$ cat config.mk
export PLATFORM = sky130hd
export DESIGN_NAME = vga_fb_arbiter_flat
export DESIGN_NICKNAME = d
export VERILOG_FILES = /design/src/rtl/vga_fb_arbiter_if.sv /design/src/rtl/vga_fb_arbiter.sv /design/src/flat_wrapper.sv
export SDC_FILE = /design/constraint.sdc
export NUM_CORES = 1
export LEC_CHECK = 0
export ABC_CLOCK_PERIOD_IN_PS = 3100
export CAP_MARGIN = 20
export CORE_MARGIN = 1.5
export CORE_UTILIZATION = 42
export DETAILED_ROUTE_END_ITERATION = 8
export PLACE_DENSITY = 0.82
export SYNTH_ARGS = -nofsm -noshare
export SYNTH_HDL_FRONTEND = slang
export SYNTH_SLANG_ARGS = --single-unit
export TNS_END_PERCENT = 20
$ cat constraint.sdc
create_clock -name vga_CLK -period 3.1 [get_ports vga_CLK]
set_clock_uncertainty 0.05 [all_clocks]
set_input_delay 0.62 -clock vga_CLK [delete_from_list [all_inputs] [get_ports vga_CLK]]
set_output_delay 0.62 -clock vga_CLK [all_outputs]
set_load 0.01 [all_outputs]
$ cat src/rtl/vga_fb_arbiter_if.sv
// vga_fb_arbiter_if: display fetch, writer and framebuffer memory bus
// bundle shared by the arbiter (master) and its environment (slave).
interface vga_fb_arbiter_if #(
    parameter int ADDR_W = 20,
    parameter int DATA_W = 16
);
    logic              disp_req;
    logic              disp_urgent;
    logic [ADDR_W-1:0] disp_addr;
    logic              disp_gnt;
    logic              disp_rvalid;
    logic [DATA_W-1:0] disp_rdata;
    logic              wr_req;
    logic [ADDR_W-1:0] wr_addr;
    logic [DATA_W-1:0] wr_wdata;
    logic              wr_gnt;
    logic              wr_dack;
    logic              mem_cyc;
    logic              mem_stb;
    logic              mem_we;
    logic [ADDR_W-1:0] mem_addr;
    logic [DATA_W-1:0] mem_wdata;
    logic              mem_ack;
    logic [DATA_W-1:0] mem_rdata;

    modport master (
        input  disp_req, disp_urgent, disp_addr,
        input  wr_req, wr_addr, wr_wdata,
        input  mem_ack, mem_rdata,
        output disp_gnt, disp_rvalid, disp_rdata,
        output wr_gnt, wr_dack,
        output mem_cyc, mem_stb, mem_we,
        output mem_addr, mem_wdata
    );

    modport slave (
        output disp_req, disp_urgent, disp_addr,
        output wr_req, wr_addr, wr_wdata,
        output mem_ack, mem_rdata,
        input  disp_gnt, disp_rvalid, disp_rdata,
        input  wr_gnt, wr_dack,
        input  mem_cyc, mem_stb, mem_we,
        input  mem_addr, mem_wdata
    );
endinterface

$ cat src/rtl/vga_fb_arbiter.sv
// vga_fb_arbiter: display/writer burst arbiter for one framebuffer port.
// Optional ack-timeout abort with err output: VGA_FB_ARB_TIMEOUT_EN.
module vga_fb_arbiter #(
    parameter int ADDR_W      = 20,
    parameter int DATA_W      = 16,
    parameter int BURST_LEN   = 16,
    parameter int WR_MAX_WAIT = 64
) (
    input  logic vga_CLK,
    input  logic rst,
`ifdef VGA_FB_ARB_TIMEOUT_EN
    output logic err,
`endif
    vga_fb_arbiter_if.master bus
);
    localparam logic [1:0] S_IDLE = 2'd0;
    localparam logic [1:0] S_DISP = 2'd1;
    localparam logic [1:0] S_WR   = 2'd2;

    localparam int BW = $clog2(BURST_LEN);
    localparam int WW = $clog2(WR_MAX_WAIT + 1);
    localparam logic [BW-1:0] LAST = BW'(BURST_LEN - 1);
    localparam logic [WW-1:0] WMAX = WW'(WR_MAX_WAIT);

    logic [1:0]        r_state;
    logic [BW-1:0]     r_beat;
    logic [WW-1:0]     r_wait;
    logic [ADDR_W-1:0] r_addr;
    logic              r_cyc;
    logic              r_stb;
    logic              r_we;
    logic              r_dgnt;
    logic              r_wgnt;
    logic              r_rvalid;
    logic [DATA_W-1:0] r_rdata;

    logic w_go_disp;
    logic w_go_wr;
    logic w_beat_done;
    logic w_last;
    logic w_abort;

    assign w_beat_done = r_stb & bus.mem_ack;
    assign w_last      = w_beat_done & (r_beat == LAST);

    always_comb begin
        w_go_disp = 1'b0;
        w_go_wr   = 1'b0;
        if (r_state == S_IDLE) begin
            if (bus.disp_req & bus.disp_urgent)
                w_go_disp = 1'b1;
            else if (bus.wr_req &
                     (!bus.disp_req | (r_wait == WMAX)))
                w_go_wr = 1'b1;
            else if (bus.disp_req)
                w_go_disp = 1'b1;
        end
    end

`ifdef VGA_FB_ARB_TIMEOUT_EN
    logic [7:0] r_to;
    logic       r_err;
    logic       w_timeout;

    // 255th consecutive ack-less burst cycle ends the burst
    assign w_timeout = (r_state != S_IDLE) & !bus.mem_ack &
                       (r_to == 8'd254);
    assign w_abort   = w_timeout;
    assign err       = r_err;

    always_ff @(posedge vga_CLK) begin
        if (rst) begin
            r_to  <= 8'd0;
            r_err <= 1'b0;
        end else begin
            r_err <= w_timeout;
            if ((r_state == S_IDLE) | bus.mem_ack)
                r_to <= 8'd0;
            else
                r_to <= r_to + 8'd1;
        end
    end
`else
    assign w_abort = 1'b0;
`endif

    always_ff @(posedge vga_CLK) begin
        if (rst) begin
            r_state  <= S_IDLE;
            r_beat   <= '0;
            r_addr   <= '0;
            r_cyc    <= 1'b0;
            r_stb    <= 1'b0;
            r_we     <= 1'b0;
            r_dgnt   <= 1'b0;
            r_wgnt   <= 1'b0;
            r_rvalid <= 1'b0;
            r_rdata  <= '0;
        end else begin
            r_dgnt   <= w_go_disp;
            r_wgnt   <= w_go_wr;
            r_rvalid <= (r_state == S_DISP) & w_beat_done;
            if ((r_state == S_DISP) & w_beat_done)
                r_rdata <= bus.mem_rdata;
            case (r_state)
                S_IDLE: begin
                    if (w_go_disp | w_go_wr) begin
                        r_state <= w_go_wr ? S_WR : S_DISP;
                        r_addr  <= w_go_wr ? bus.wr_addr
                                           : bus.disp_addr;
                        r_beat  <= '0;
                        r_cyc   <= 1'b1;
                        r_stb   <= 1'b1;
                        r_we    <= w_go_wr;
                    end
                end
                S_DISP, S_WR: begin
                    if (w_last | w_abort) begin
                        r_state <= S_IDLE;
                        r_cyc   <= 1'b0;
                        r_stb   <= 1'b0;
                        r_we    <= 1'b0;
                    end else if (w_beat_done) begin
                        r_beat <= r_beat + BW'(1);
                        r_addr <= r_addr + ADDR_W'(1);
                    end
                end
                default: begin
                    r_state <= S_IDLE;
                    r_cyc   <= 1'b0;
                    r_stb   <= 1'b0;
                    r_we    <= 1'b0;
                end
            endcase
        end
    end

    // Writer starvation window, frozen while its own burst runs
    always_ff @(posedge vga_CLK) begin
        if (rst | !bus.wr_req | w_go_wr)
            r_wait <= '0;
        else if ((r_state != S_WR) & (r_wait != WMAX))
            r_wait <= r_wait + WW'(1);
    end

    assign bus.disp_gnt    = r_dgnt;
    assign bus.wr_gnt      = r_wgnt;
    assign bus.disp_rvalid = r_rvalid;
    assign bus.disp_rdata  = r_rdata;
    assign bus.mem_cyc     = r_cyc;
    assign bus.mem_stb     = r_stb;
    assign bus.mem_we      = r_we;
    assign bus.mem_addr    = r_addr;
    assign bus.mem_wdata   = bus.wr_wdata;
    assign bus.wr_dack     = bus.mem_ack & (r_state == S_WR);
endmodule

$ cat src/flat_wrapper.sv
// flat-port wrapper written by rule: the top's interface ports become plain ports
module vga_fb_arbiter_flat 
#(
    parameter int ADDR_W      = 20,
    parameter int DATA_W      = 16,
    parameter int BURST_LEN   = 16,
    parameter int WR_MAX_WAIT = 64
)
  (vga_CLK, rst, bus_disp_req, bus_disp_urgent, bus_disp_addr, bus_wr_req, bus_wr_addr, bus_wr_wdata, bus_mem_ack, bus_mem_rdata, bus_disp_gnt, bus_disp_rvalid, bus_disp_rdata, bus_wr_gnt, bus_wr_dack, bus_mem_cyc, bus_mem_stb, bus_mem_we, bus_mem_addr, bus_mem_wdata);
  vga_fb_arbiter_if #(.ADDR_W(ADDR_W), .DATA_W(DATA_W)) bus_i ();
  input  logic vga_CLK;
  input  logic rst;
  input wire logic [$bits(bus_i.disp_req)-1:0] bus_disp_req;
  input wire logic [$bits(bus_i.disp_urgent)-1:0] bus_disp_urgent;
  input wire logic [$bits(bus_i.disp_addr)-1:0] bus_disp_addr;
  input wire logic [$bits(bus_i.wr_req)-1:0] bus_wr_req;
  input wire logic [$bits(bus_i.wr_addr)-1:0] bus_wr_addr;
  input wire logic [$bits(bus_i.wr_wdata)-1:0] bus_wr_wdata;
  input wire logic [$bits(bus_i.mem_ack)-1:0] bus_mem_ack;
  input wire logic [$bits(bus_i.mem_rdata)-1:0] bus_mem_rdata;
  output wire logic [$bits(bus_i.disp_gnt)-1:0] bus_disp_gnt;
  output wire logic [$bits(bus_i.disp_rvalid)-1:0] bus_disp_rvalid;
  output wire logic [$bits(bus_i.disp_rdata)-1:0] bus_disp_rdata;
  output wire logic [$bits(bus_i.wr_gnt)-1:0] bus_wr_gnt;
  output wire logic [$bits(bus_i.wr_dack)-1:0] bus_wr_dack;
  output wire logic [$bits(bus_i.mem_cyc)-1:0] bus_mem_cyc;
  output wire logic [$bits(bus_i.mem_stb)-1:0] bus_mem_stb;
  output wire logic [$bits(bus_i.mem_we)-1:0] bus_mem_we;
  output wire logic [$bits(bus_i.mem_addr)-1:0] bus_mem_addr;
  output wire logic [$bits(bus_i.mem_wdata)-1:0] bus_mem_wdata;
  assign bus_i.disp_req = bus_disp_req;
  assign bus_i.disp_urgent = bus_disp_urgent;
  assign bus_i.disp_addr = bus_disp_addr;
  assign bus_i.wr_req = bus_wr_req;
  assign bus_i.wr_addr = bus_wr_addr;
  assign bus_i.wr_wdata = bus_wr_wdata;
  assign bus_i.mem_ack = bus_mem_ack;
  assign bus_i.mem_rdata = bus_mem_rdata;
  assign bus_disp_gnt = bus_i.disp_gnt;
  assign bus_disp_rvalid = bus_i.disp_rvalid;
  assign bus_disp_rdata = bus_i.disp_rdata;
  assign bus_wr_gnt = bus_i.wr_gnt;
  assign bus_wr_dack = bus_i.wr_dack;
  assign bus_mem_cyc = bus_i.mem_cyc;
  assign bus_mem_stb = bus_i.mem_stb;
  assign bus_mem_we = bus_i.mem_we;
  assign bus_mem_addr = bus_i.mem_addr;
  assign bus_mem_wdata = bus_i.mem_wdata;
  vga_fb_arbiter #(.ADDR_W(ADDR_W), .DATA_W(DATA_W), .BURST_LEN(BURST_LEN), .WR_MAX_WAIT(WR_MAX_WAIT)) u_core (.vga_CLK(vga_CLK), .rst(rst), .bus(bus_i));
endmodule
# Word level (Yosys, flattened, before mapping)
# Cells that the tools add are included.
[totals]
out_inout_bits = 59
regBits = 54
input_bits = 78
word_cells = 66
[op_classes]
add_sub_neg = 3
eq_ne = 10
n_reduce_logical = 7
muxes = 25
n_bitwise = 11
[op_table]
columns = ["operator", "count"]
rows = [
  ["$mux W20", 4],
  ["$pmux W20 S2", 1],
  ["$add A20 B1 Y20 const B", 1],
  ["$mux W4", 3],
  ["$mux W1", 10],
  ["$pmux W4 S2", 1],
  ["$add A7 B1 Y7 const B", 1],
  ["$and A1 B1 Y1", 7],
  ["$eq A7 B7 Y1 const B", 1],
  ["$ne A7 B7 Y1 const B", 1],
  ["$mux W2", 3],
  ["$ne A2 B2 Y1 const B", 3],
  ["$add A4 B1 Y4 const B", 1],
  ["$eq A4 B4 Y1 const B", 1],
  ["$ne A2 B1 Y1 const B", 2],
  ["$or A1 B1 Y1", 4],
  ["$pmux W1 S2", 2],
  ["$pmux W2 S2", 1],
  ["$reduce_and A4 Y1", 1],
  ["$eq A2 B1 Y1 const B", 1],
  ["$eq A2 B2 Y1 const B", 1],
  ["$logic_not A1 Y1", 2],
  ["$logic_not A2 Y1", 1],
  ["$reduce_and A2 Y1", 1],
  ["other kinds (2)", 2],
]

# Logic depth before layout (Yosys ltp)
# Gate-level depths: netlist of run 1.
[logic_depth]
ltp_word = 9
mapped_depth = 10

# Worst setup path after synthesis of run 1
# OpenSTA, ideal clock, no wires.
[synth_timing]
path_type = "register to register"
start = "register u_core.r_wait[2]"
end = "register u_core.r_addr[7], in the netlist u_core.bus.mem_addr[7]"
stages_incl_launch_ff = 9
setup_time_ns = 0.128
t_arrival_ns = 1.969
synth_period_minus_slack_ns = 2.147
path_slack_ns = 0.953
path_buffers = 3
required_time_ns = 2.922
path_cell_list = "dfxtp_1 > or4b_4 > o32a_1 > buf_6 > nand2b_4 > buf_6 > buf_8 > a31oi_1 > o22ai_1"
[synth_between]
elab_chain_cells = 9
word_cells_on_any_way = 15
[synth_rtl]
columns = ["element", "line", "text"]
rows = [
  ["from (decl)", "vga_fb_arbiter.sv:27", "logic [WW-1:0] r_wait;"],
  ["from (signal assigned)", "vga_fb_arbiter.sv:143", "r_wait <= r_wait + WW'(1);"],
  ["$eq A7 B7 Y1 *", "vga_fb_arbiter.sv:53", "(!bus.disp_req | (r_wait == WMAX)))"],
  ["$or A1 B1 Y1 *", "vga_fb_arbiter.sv:53", ""],
  ["$and A1 B1 Y1 *", "vga_fb_arbiter.sv:52", "else if (bus.wr_req &"],
  ["$mux W1", "vga_fb_arbiter.sv:52", ""],
  ["$mux W1", "vga_fb_arbiter.sv:50", "if (bus.disp_req & bus.disp_urgent)"],
  ["$mux W1", "vga_fb_arbiter.sv:49", "if (r_state == S_IDLE) begin"],
  ["$or A1 B1 Y1 / $mux W20 (equally long branches)", "vga_fb_arbiter.sv:107, vga_fb_arbiter.sv:109", ""],
  ["$ne A2 B2 Y1 (no line) / $mux W20 (equally long branches)", "--", ""],
  ["$reduce_and A4 Y1 (no line) / $pmux W20 S2 (equally long branches)", "--", ""],
  ["to (signal assigned)", "vga_fb_arbiter.sv:109", "r_addr <= w_go_wr ? bus.wr_addr"],
  ["to (signal assigned)", "vga_fb_arbiter.sv:125", "r_addr <= r_addr + ADDR_W'(1);"],
  ["to (decl)", "vga_fb_arbiter.sv:28", "logic [ADDR_W-1:0] r_addr;"],
]
# Every way passes the cells marked *; elsewhere a longest branch is shown, timed or not. The select of a mux whose other input is x is not followed.
# A chain may end at the register's enable or synchronous reset.

# Final worst setup path of run 1
[layout_timing]
start = "input port bus_mem_ack"
end = "output port bus_wr_dack"
[layout_between]
elab_chain_cells = 1
[layout_rtl]
columns = ["element", "line", "text"]
rows = [
  ["from (decl)", "flat_wrapper.sv:19", "input wire logic [$bits(bus_i.mem_ack)-1:0] bus_mem_ack;"],
  ["$and A1 B1 Y1", "vga_fb_arbiter.sv:155", "assign bus.wr_dack = bus.mem_ack & (r_state == S_WR);"],
  ["to (decl)", "flat_wrapper.sv:25", "output wire logic [$bits(bus_i.wr_dack)-1:0] bus_wr_dack;"],
]
# Every way passes these cells.

==> impl_metrics.yaml, run 1 <==
layout:
  nNetsFinal: 541
  areaGrowthSynthToFinish_pct: 37.3
  fill_cells: 620
  final_common_cell: "clkdlybuf4s50_1"
  drive_above_1_share_pct: 5.91
  final_cell_mix: "clkdlybuf4s50_1 (104), nand2_1 (57), dfxtp_1 (53)"
  antenna_cells: 0
worst_setup_path:
  cp_common_cell: "clkdlybuf4s50_1"
  path_buf_inv: 2
  worst_ep_arrival_time_ns: 1.89
  cp_top_family: "buffers and inverters"
  end_kind: "output port"
  path_class: "input pin to output port"
  cp_max_fo: 5
  cp-start-kind: "input pin"
  required_ns: 2.43
  path_cells: "clkdlybuf4s50_1 -> and2_1 -> clkdlybuf4s50_1"
  crit_slowest_cell: "clkdlybuf4s50_1"
  max_stage_delay_ns: 0.55
power:
  power.density_nw_per_um2: 507
  fin_total_pwr_mw: 2.08
  p_leak_nw: 1.43
  ir_drop_v: 0.000305
routing:
  drc: 0
  viasPerCell: 5.58
  postRouteAntennaNets: 0
  wl_um: 8480
  drt_first_pass_iters: 4
  num_vias: 3084
  first_iter_violations: 232
  wl_per_cell_um: 15.3
sta:
  fmax_mhz: 391
  final.setup.tns_ns: 0
  setup_viol_count_final: 0
  slew_viol_final: 0
  maxSlewHeadroom_pct: 55.9
  finalCritPeriodShare_pct: 82.4
  fin_crit_ns: 2.56
  worst_slew_pin_slew_ns: 0.659
  rsz0062_at_grt: "no"
  hold_viol: 0
logic_synthesis:
  yosysWarnings: 0
  syn_nets: 461
  netlist_instances: 376
  ys.flop_type: "dfxtp_1"
  yosysTopAreaCellShare_pct: 35.6
  ys_seq_elements: 53
  synth_edf_count: 0
  syn-cell-area_um2: 2980
  syn_avg_cell_area_um2: 7.93
  synthTopCellsByArea: "dfxtp_1 (36%), nand2_1 (7.2%), a21oi_1 (5.9%)"
  ys_seq_area_share_pct: 35.6
  synth-async-reset-ratio_pct: 0
  synth_top_cell_by_area: "dfxtp_1"
  ys_types: 60
floorplanning:
  design.core.area_um2: 6830
  io_pins: 137
  dieArea_um2: 7620
  initial_utilization_pct: 43.7
  die_h_um: 87.3
  core.rowCount: 30
  die_w_um: 87.3
cts:
  worstSkewPairLatency_ns: 0.31
  numClockSinks: 53
  cts_tree: "yes"
  cts_buffers: 5
  post_cts_buffers: 0
  clk_path_buf_depth: 2
  post_cts_resized: 0
  postCtsHoldBufs: 0
  root_buffer: "clkbuf_8"
  htree_num_levels: 2
  clk_pin_slew_ns: 0.10
grt:
  antenna_found_initial: 0
  overflow: 0
  grt_max_degree: 23
  grt_pass1_vias: 2935
  grt.total_usage_pct: 22.1
  grt_pass1_wl_um: 13400
placement:
  place_hpwl_um: 6240
  routabilityCongestion: 0.905
  port_buffers: 104
run_status:
  status: "completed"
job:
  maxCapViolCount: 0
hold_path:
  hp-class: "flop to flop"
[final timing paths]
path	from	endpoint	slack, ns	cells after the start
setup / recovery	bus_mem_ack	bus_wr_dack	0.54	3
hold / removal	u_core.bus.disp_rdata[1]	u_core.bus.disp_rdata[1]	0.41	2
setup reg to reg	u_core.bus.mem_we	u_core.bus.mem_addr[17]	0.69	6
hold reg to reg	u_core.bus.disp_rdata[1]	u_core.bus.disp_rdata[1]	0.41	2
[worst register-to-register path, cell delays in order, from the launching register on]
cell	delay, ns
dfxtp_1	0.39
inv_1	0.09
ha_1	0.30
or3b_2	0.32
nand3_1	0.40
or4_1	0.63
a31oi_1	0.17
[cells in the mapped netlist, types with 5 or more instances]
cell type and count:
o21a_1 6, mux2i_1 6, and3_1 6, nand2_1 57
inv_1 9, nor2_1 20, ha_1 7, nand3_1 25
o21ai_0 12, nor3_1 7, buf_4 17, dfxtp_1 53
clkbuf_1 13, nor4_1 5, o22ai_1 8, a31oi_1 13
a21oi_1 35, nand4_1 10
[power breakdown]
group          internal, mW  leakage [nW]  switching, mW  total [mW]
clock                 0.321        0.0681          0.231       0.551
sequential            0.749         0.432         0.0991       0.848
combinational         0.343         0.934          0.336       0.679
total                  1.41          1.43          0.665        2.08
[routing by layer]
| layer | global-route usage (%) | vias up | wire [um] |
|---|---|---|---|
| met3 | 5.12 | 15 | 622 |
| met4 | 8.66 | 0 | 156 |
| met5 | 0 | - | 0 |
| met1 | 26.5 | 1433 | 3420 |
| li1 | - | 1509 | - |
| met2 | 38.2 | 127 | 4270 |
[cell type report]
cell class | count | area [um2] | area share (%)
Inverter | 9 | 33.8 | 0.825
Clock buffer | 5 | 68.8 | 1.68
Tap cell | 96 | 120 | 2.93
Timing Repair Buffer | 110 | 1100 | 26.8
Clock inverter | 3 | 65.1 | 1.59
Multi-Input combinational cell | 277 | 1650 | 40.3
Sequential cell | 53 | 1060 | 25.9
[cell families after synthesis]
group,synth area share (%)
compound gates,20.8
xor+xnor,1.47
fa+ha+maj,2.94
buf+inv,9.14
flops,35.6
mux,3.52
simple gates,26.6
[per-stage QoR]
step                      setup WS [ns]  instance area (um2)  hold WS [ns]  util, %  std cells
after floorplan                   0.953                 2980         0.399        -        376
after global placement            0.384                 3960         0.392     58.0        545
after detailed placement          0.308                 3960         0.396     58.0        545
after CTS                         0.547                 4100         0.410     60.0        553
after global routing              0.475                 4100         0.424     60.0        553
final                             0.545                 4100         0.411     60.0        553
[sequential cells by signal, indices dropped and copies added (netlist names)]
register	flops
u_core.bus.wr_gnt	1
u_core.bus.disp_rvalid	1
u_core.bus.mem_addr	20
u_core.bus.mem_cyc	1
u_core.r_state	1
u_core.bus.mem_we	1
u_core.bus.disp_rdata	16
u_core.r_wait	7
u_core.r_beat	4
u_core.bus.disp_gnt	1
No activity file was read; power rests on OpenSTA's default activity.
==> run 2, diff against run 1 <==
--- a/config.mk
+++ b/config.mk
@@ -5,7 +5,7 @@
 export SDC_FILE = /design/constraint.sdc
 export NUM_CORES = 1
 export LEC_CHECK = 0
-export ABC_CLOCK_PERIOD_IN_PS = 3100
+export ABC_CLOCK_PERIOD_IN_PS = 2400
 export CAP_MARGIN = 20
 export CORE_MARGIN = 1.5
 export CORE_UTILIZATION = 42
==> constraint.sdc (replaced) <==
create_clock -name vga_CLK -period 2.4 [get_ports vga_CLK]
set_clock_uncertainty 0.05 [all_clocks]
set_input_delay 0.48 -clock vga_CLK [delete_from_list [all_inputs] [get_ports vga_CLK]]
set_output_delay 0.48 -clock vga_CLK [all_outputs]
set_load 0.01 [all_outputs]
==> run 2 against run 1 <==
Global-route usage increased by 0.81 points; worst setup slack got worse by 0.46 ns; via count grew 4.1%; non-clock buffer count up 24; combinational power increased by 39%; critical path depth grew 1; clock power down 1%; sequential power rose by 29%; critical path type unchanged; highest routed layer unchanged.
==> impl_metrics.yaml, run 2 (synthesis results as in run 1) <==
worst_setup_path:
  path_class: "input pin to output port"
  cp_max_fo: 4
  cp-start-kind: "input pin"
  required_ns: 1.87
  end_kind: "output port"
  worst_ep_arrival_time_ns: 1.78
floorplanning:
  io_pins: 137
  core.rowCount: 30
  die_h_um: 87.3
  design.core.area_um2: 6830
  initial_utilization_pct: 43.7
  die_w_um: 87.3
  dieArea_um2: 7620
layout:
  final_util_pct: 62.1
  drive_above_1_share_pct: 10.8
  nNetsFinal: 565
  final_common_cell: "clkdlybuf4s50_1"
  largest_register_ffs: 20
  fill_cells: 602
  antenna_cells: 0
  final_cell_mix: "clkdlybuf4s50_1 (104), nand2_1 (57), dfxtp_1 (53)"
  areaGrowthSynthToFinish_pct: 42.3
sta:
  slew_viol_final: 0
  finalCritPeriodShare_pct: 96.3
  maxSlewHeadroom_pct: 63.7
  worst_slew_pin_slew_ns: 0.539
  final.setup.tns_ns: 0
  fin_crit_ns: 2.31
  rsz0062_at_grt: "yes"
  hold_viol: 0
  fmax_mhz: 433
  setup_viol_count_final: 0
placement:
  port_buffers: 104
  place_hpwl_um: 6420
  routabilityCongestion: 0.954
routing:
  drc: 0
  viasPerCell: 5.56
  drt_first_pass_iters: 5
  wl_um: 8630
  wl_per_cell_um: 14.9
  num_vias: 3209
  postRouteAntennaNets: 0
  first_iter_violations: 233
cts:
  worstSkewPairLatency_ns: 0.32
  cts_buffers: 5
  htree_num_levels: 2
  postCtsHoldBufs: 0
  clk_path_buf_depth: 2
  numClockSinks: 53
  cts_tree: "yes"
  root_buffer: "clkbuf_8"
  clk_pin_slew_ns: 0.10
grt:
  grt_pass1_wl_um: 14000
  grt.total_usage_pct: 22.9
  overflow: 0
  grt_max_degree: 26
  grt_pass1_vias: 3123
  antenna_found_initial: 0
run_status:
  status: "completed"
job:
  maxCapViolCount: 0
power:
  power.density_nw_per_um2: 608
  p_leak_nw: 1.53
  ir_drop_v: 0.000339
hold_path:
  hp-class: "flop to flop"
## run 2: cell count changes in the layout (fill, tap and decap cells not counted), sizes merged
cell    before  now
buf          6   30
clkinv       1    2
inv          9   10
bufinv       2    0
## run 2: worst max-delay path, cell delays in order
cell             delay (ns)
clkdlybuf4s50_1        0.51
buf_4                  0.13
and2_1                 0.12
clkdlybuf4s50_1        0.54
## run 2: worst paths after layout
| kind | depth (start not counted) | slack (ns) | start | to |
|---|---|---|---|---|
| max | 4 | 0.09 | bus_mem_ack | bus_wr_dack |
| min | 2 | 0.41 | u_core.bus.disp_rdata[4] | u_core.bus.disp_rdata[4] |
| max reg2reg | 7 | 0.11 | u_core.bus.mem_we | u_core.bus.mem_addr[17] |
| min reg2reg | 2 | 0.41 | u_core.bus.disp_rdata[4] | u_core.bus.disp_rdata[4] |
## run 2: cell type report
type                    instances  area, um2  area share, %
clock buffers                   5       68.8           1.62
clock inverters                 3       26.3          0.619
inverters                       9       33.8          0.796
multi-input cells             277       1660           39.0
flip-flops and latches         53       1060           25.0
well taps                      96        120           2.83
repair buffers                134       1280           30.1
## run 2: per-layer routing
| metal | vias up | part of all wire, % | GRT usage, % |
|---|---|---|---|
| met5 | - | 0 | 0 |
| met3 | 25 | 6.2 | 4.27 |
| met1 | 1499 | 42 | 28.5 |
| met2 | 125 | 49 | 38.5 |
| li1 | 1560 | - | - |
| met4 | 0 | 2.5 | 10.1 |
## run 2: timing repair
item / 4_1_cts / 5_1_grt
setup buffers: 0 / 2
gates resized for setup: 0 / 1
setup endpoints to repair: 0 / 3
## run 2: through the flow
step | hold slack [ns] | instance area [um2] | power (mW) | cells | worst slack (ns)
CTS | 0.411 | 4210 | 2.56 | 575 | 0.0915
floorplan | 0.399 | 2980 | 1.59 | 376 | 0.253
finish | 0.412 | 4240 | 2.58 | 577 | 0.0895
detailed placement | 0.396 | 4120 | 2.03 | 567 | -0.163
global placement | 0.391 | 4120 | 2.01 | 567 | -0.108
global route | 0.425 | 4240 | 2.72 | 577 | 0.0118
## run 2: power breakdown
part,switching (mW),total [mW],leakage [nW],internal (mW)
clock,0.330,0.543,0.0487,0.214
sequential,0.126,1.09,0.432,0.968
combinational,0.447,0.944,1.05,0.497
==> run 3, diff against run 2 <==
--- a/config.mk
+++ b/config.mk
@@ -10,7 +10,7 @@
 export CORE_MARGIN = 1.5
 export CORE_UTILIZATION = 42
 export DETAILED_ROUTE_END_ITERATION = 8
-export PLACE_DENSITY = 0.82
+export PLACE_DENSITY = 0.89
 export SYNTH_ARGS = -nofsm -noshare
 export SYNTH_HDL_FRONTEND = slang
 export SYNTH_SLANG_ARGS = --single-unit
==> run 3 against run 2 <==
Non-clock buffer count decreased by 3; sequential share of layout area increased by 0.13 points; first-iteration DRC count increased by 55%; core utilization decreased by 0.31 points; worst hold slack got worse by 0.0020 ns; critical path type is now flop to flop; combinational power about the same; wire length increased by 3.0%; design area decreased by 0.50%.
==> impl_metrics.yaml, run 3 (synthesis results as in run 1) <==
run_status:
  status: "completed"
routing:
  drt_first_pass_iters: 5
  num_vias: 3266
  postRouteAntennaNets: 0
  wl_um: 8880
  wl_per_cell_um: 15.5
  viasPerCell: 5.69
  first_iter_violations: 362
  drc: 0
worst_setup_path:
  cp_max_fo: 7
  worst_ep_arrival_time_ns: 2.41
  path_class: "flop to flop"
  end_kind: "flop"
  required_ns: 2.56
  r2r_cells: 7
  r2r_slack_ns: 0.15
  cp-start-kind: "flop"
sta:
  fin_crit_ns: 2.25
  worst_slew_pin_slew_ns: 0.665
  slew_viol_final: 0
  final.setup.tns_ns: 0
  whs_ns: 0.410
  setup_viol_count_final: 0
  hold_viol: 0
  fmax_mhz: 445
  rsz0062_at_grt: "no"
  finalCritPeriodShare_pct: 93.7
  maxSlewHeadroom_pct: 55.7
placement:
  routabilityCongestion: 0.946
  place_hpwl_um: 6620
  port_buffers: 104
  dp_cells: 566
layout:
  drive_above_1_share_pct: 10.0
  final_cell_mix: "clkdlybuf4s50_1 (104), nand2_1 (57), dfxtp_1 (53)"
  instances_no_fill: 574
  fill_cells: 614
  antenna_cells: 0
  final_common_cell: "clkdlybuf4s50_1"
  largest_register_ffs: 20
  nNetsFinal: 562
  final_util_pct: 61.8
  areaGrowthSynthToFinish_pct: 41.6
floorplanning:
  initial_utilization_pct: 43.7
  core.rowCount: 30
  dieArea_um2: 7620
  die_h_um: 87.3
  die_w_um: 87.3
  io_pins: 137
  design.core.area_um2: 6830
hold_path:
  hp-class: "flop to flop"
  whs_path_depth: 2
cts:
  root_buffer: "clkbuf_8"
  post_cts_buffers: 0
  postCtsHoldBufs: 0
  post_cts_resized: 0
  cts_buffers: 5
  clk_pin_slew_ns: 0.10
  clk_path_buf_depth: 2
  worstSkewPairLatency_ns: 0.31
  numClockSinks: 53
  cts_tree: "yes"
  htree_num_levels: 2
grt:
  overflow: 0
  antenna_found_initial: 0
  grt_pass1_vias: 3086
  grt.total_usage_pct: 23.6
  grt_pass1_wl_um: 14300
  grt_max_degree: 22
power:
  power.density_nw_per_um2: 632
  p_leak_nw: 1.52
  ir_drop_v: 0.000300
  fin_total_pwr_mw: 2.67
job:
  maxCapViolCount: 0
==> run 3: changes by cell type in the layout (fill, tap and decap cells not counted) <==
| cell | previous run | this run |
|---|---|---|
| buf_12 | 1 | 0 |
| buf_4 | 29 | 27 |
| bufinv_16 | 0 | 1 |
| clkinv_4 | 2 | 1 |
| clkinvlp_4 | 0 | 1 |
| inv_6 | 1 | 0 |
| o221ai_1 | 1 | 2 |
| o221ai_2 | 1 | 0 |
==> run 3: worst paths after layout <==
check	start	end
hold reg to reg	u_core.bus.disp_rdata[10]	u_core.bus.disp_rdata[10]
hold / removal	u_core.bus.disp_rdata[10]	u_core.bus.disp_rdata[10]
setup / recovery	u_core.bus.mem_we	u_core.bus.mem_addr[15]
setup reg to reg	u_core.bus.mem_we	u_core.bus.mem_addr[15]
==> run 3: per-stage QoR <==
stage | worst slack (ns) | cell area, um2
CTS | 0.169 | 4220
global placement | -0.0629 | 4110
floorplan | 0.253 | 2980
detailed placement | -0.0795 | 4110
global route | 0.00716 | 4220
finish | 0.152 | 4220
==> run 3: final cells by class <==
| class | count | area (um2) | area share (%) |
|---|---|---|---|
| repair buffers | 131 | 1240 | 29.5 |
| flip-flops and latches | 53 | 1060 | 25.1 |
| clock buffers | 5 | 68.8 | 1.63 |
| clock inverters | 3 | 46.3 | 1.10 |
| inverters | 9 | 33.8 | 0.800 |
| well taps | 96 | 120 | 2.84 |
| multi-input cells | 277 | 1650 | 39.1 |
==> run 3: critical path, cell delays in order, from the launching register on <==
cell and delay (ns):
dfxtp_1 0.39, inv_1 0.09, ha_1 0.35, nor2b_1 0.25, o221ai_1 0.37, a21o_1 0.27, a221oi_1 0.31, nor2_1 0.06
==> run 3: power breakdown <==
group          leakage, nW  total (mW)  internal (mW)  switching (mW)
clock               0.0543       0.633          0.313           0.320
combinational         1.03       0.945          0.489           0.455
sequential           0.432        1.09          0.968           0.122
==> run 3: layer usage <==
layer	routed length, um	share of wire, %	up-vias	GRT usage, %
li1	-	-	1557	-
met1	3640	41	1539	29.5
met2	4420	50	148	40.0
met3	661	7.4	22	4.55
met4	155	1.7	0	8.80
met5	0	0	-	0
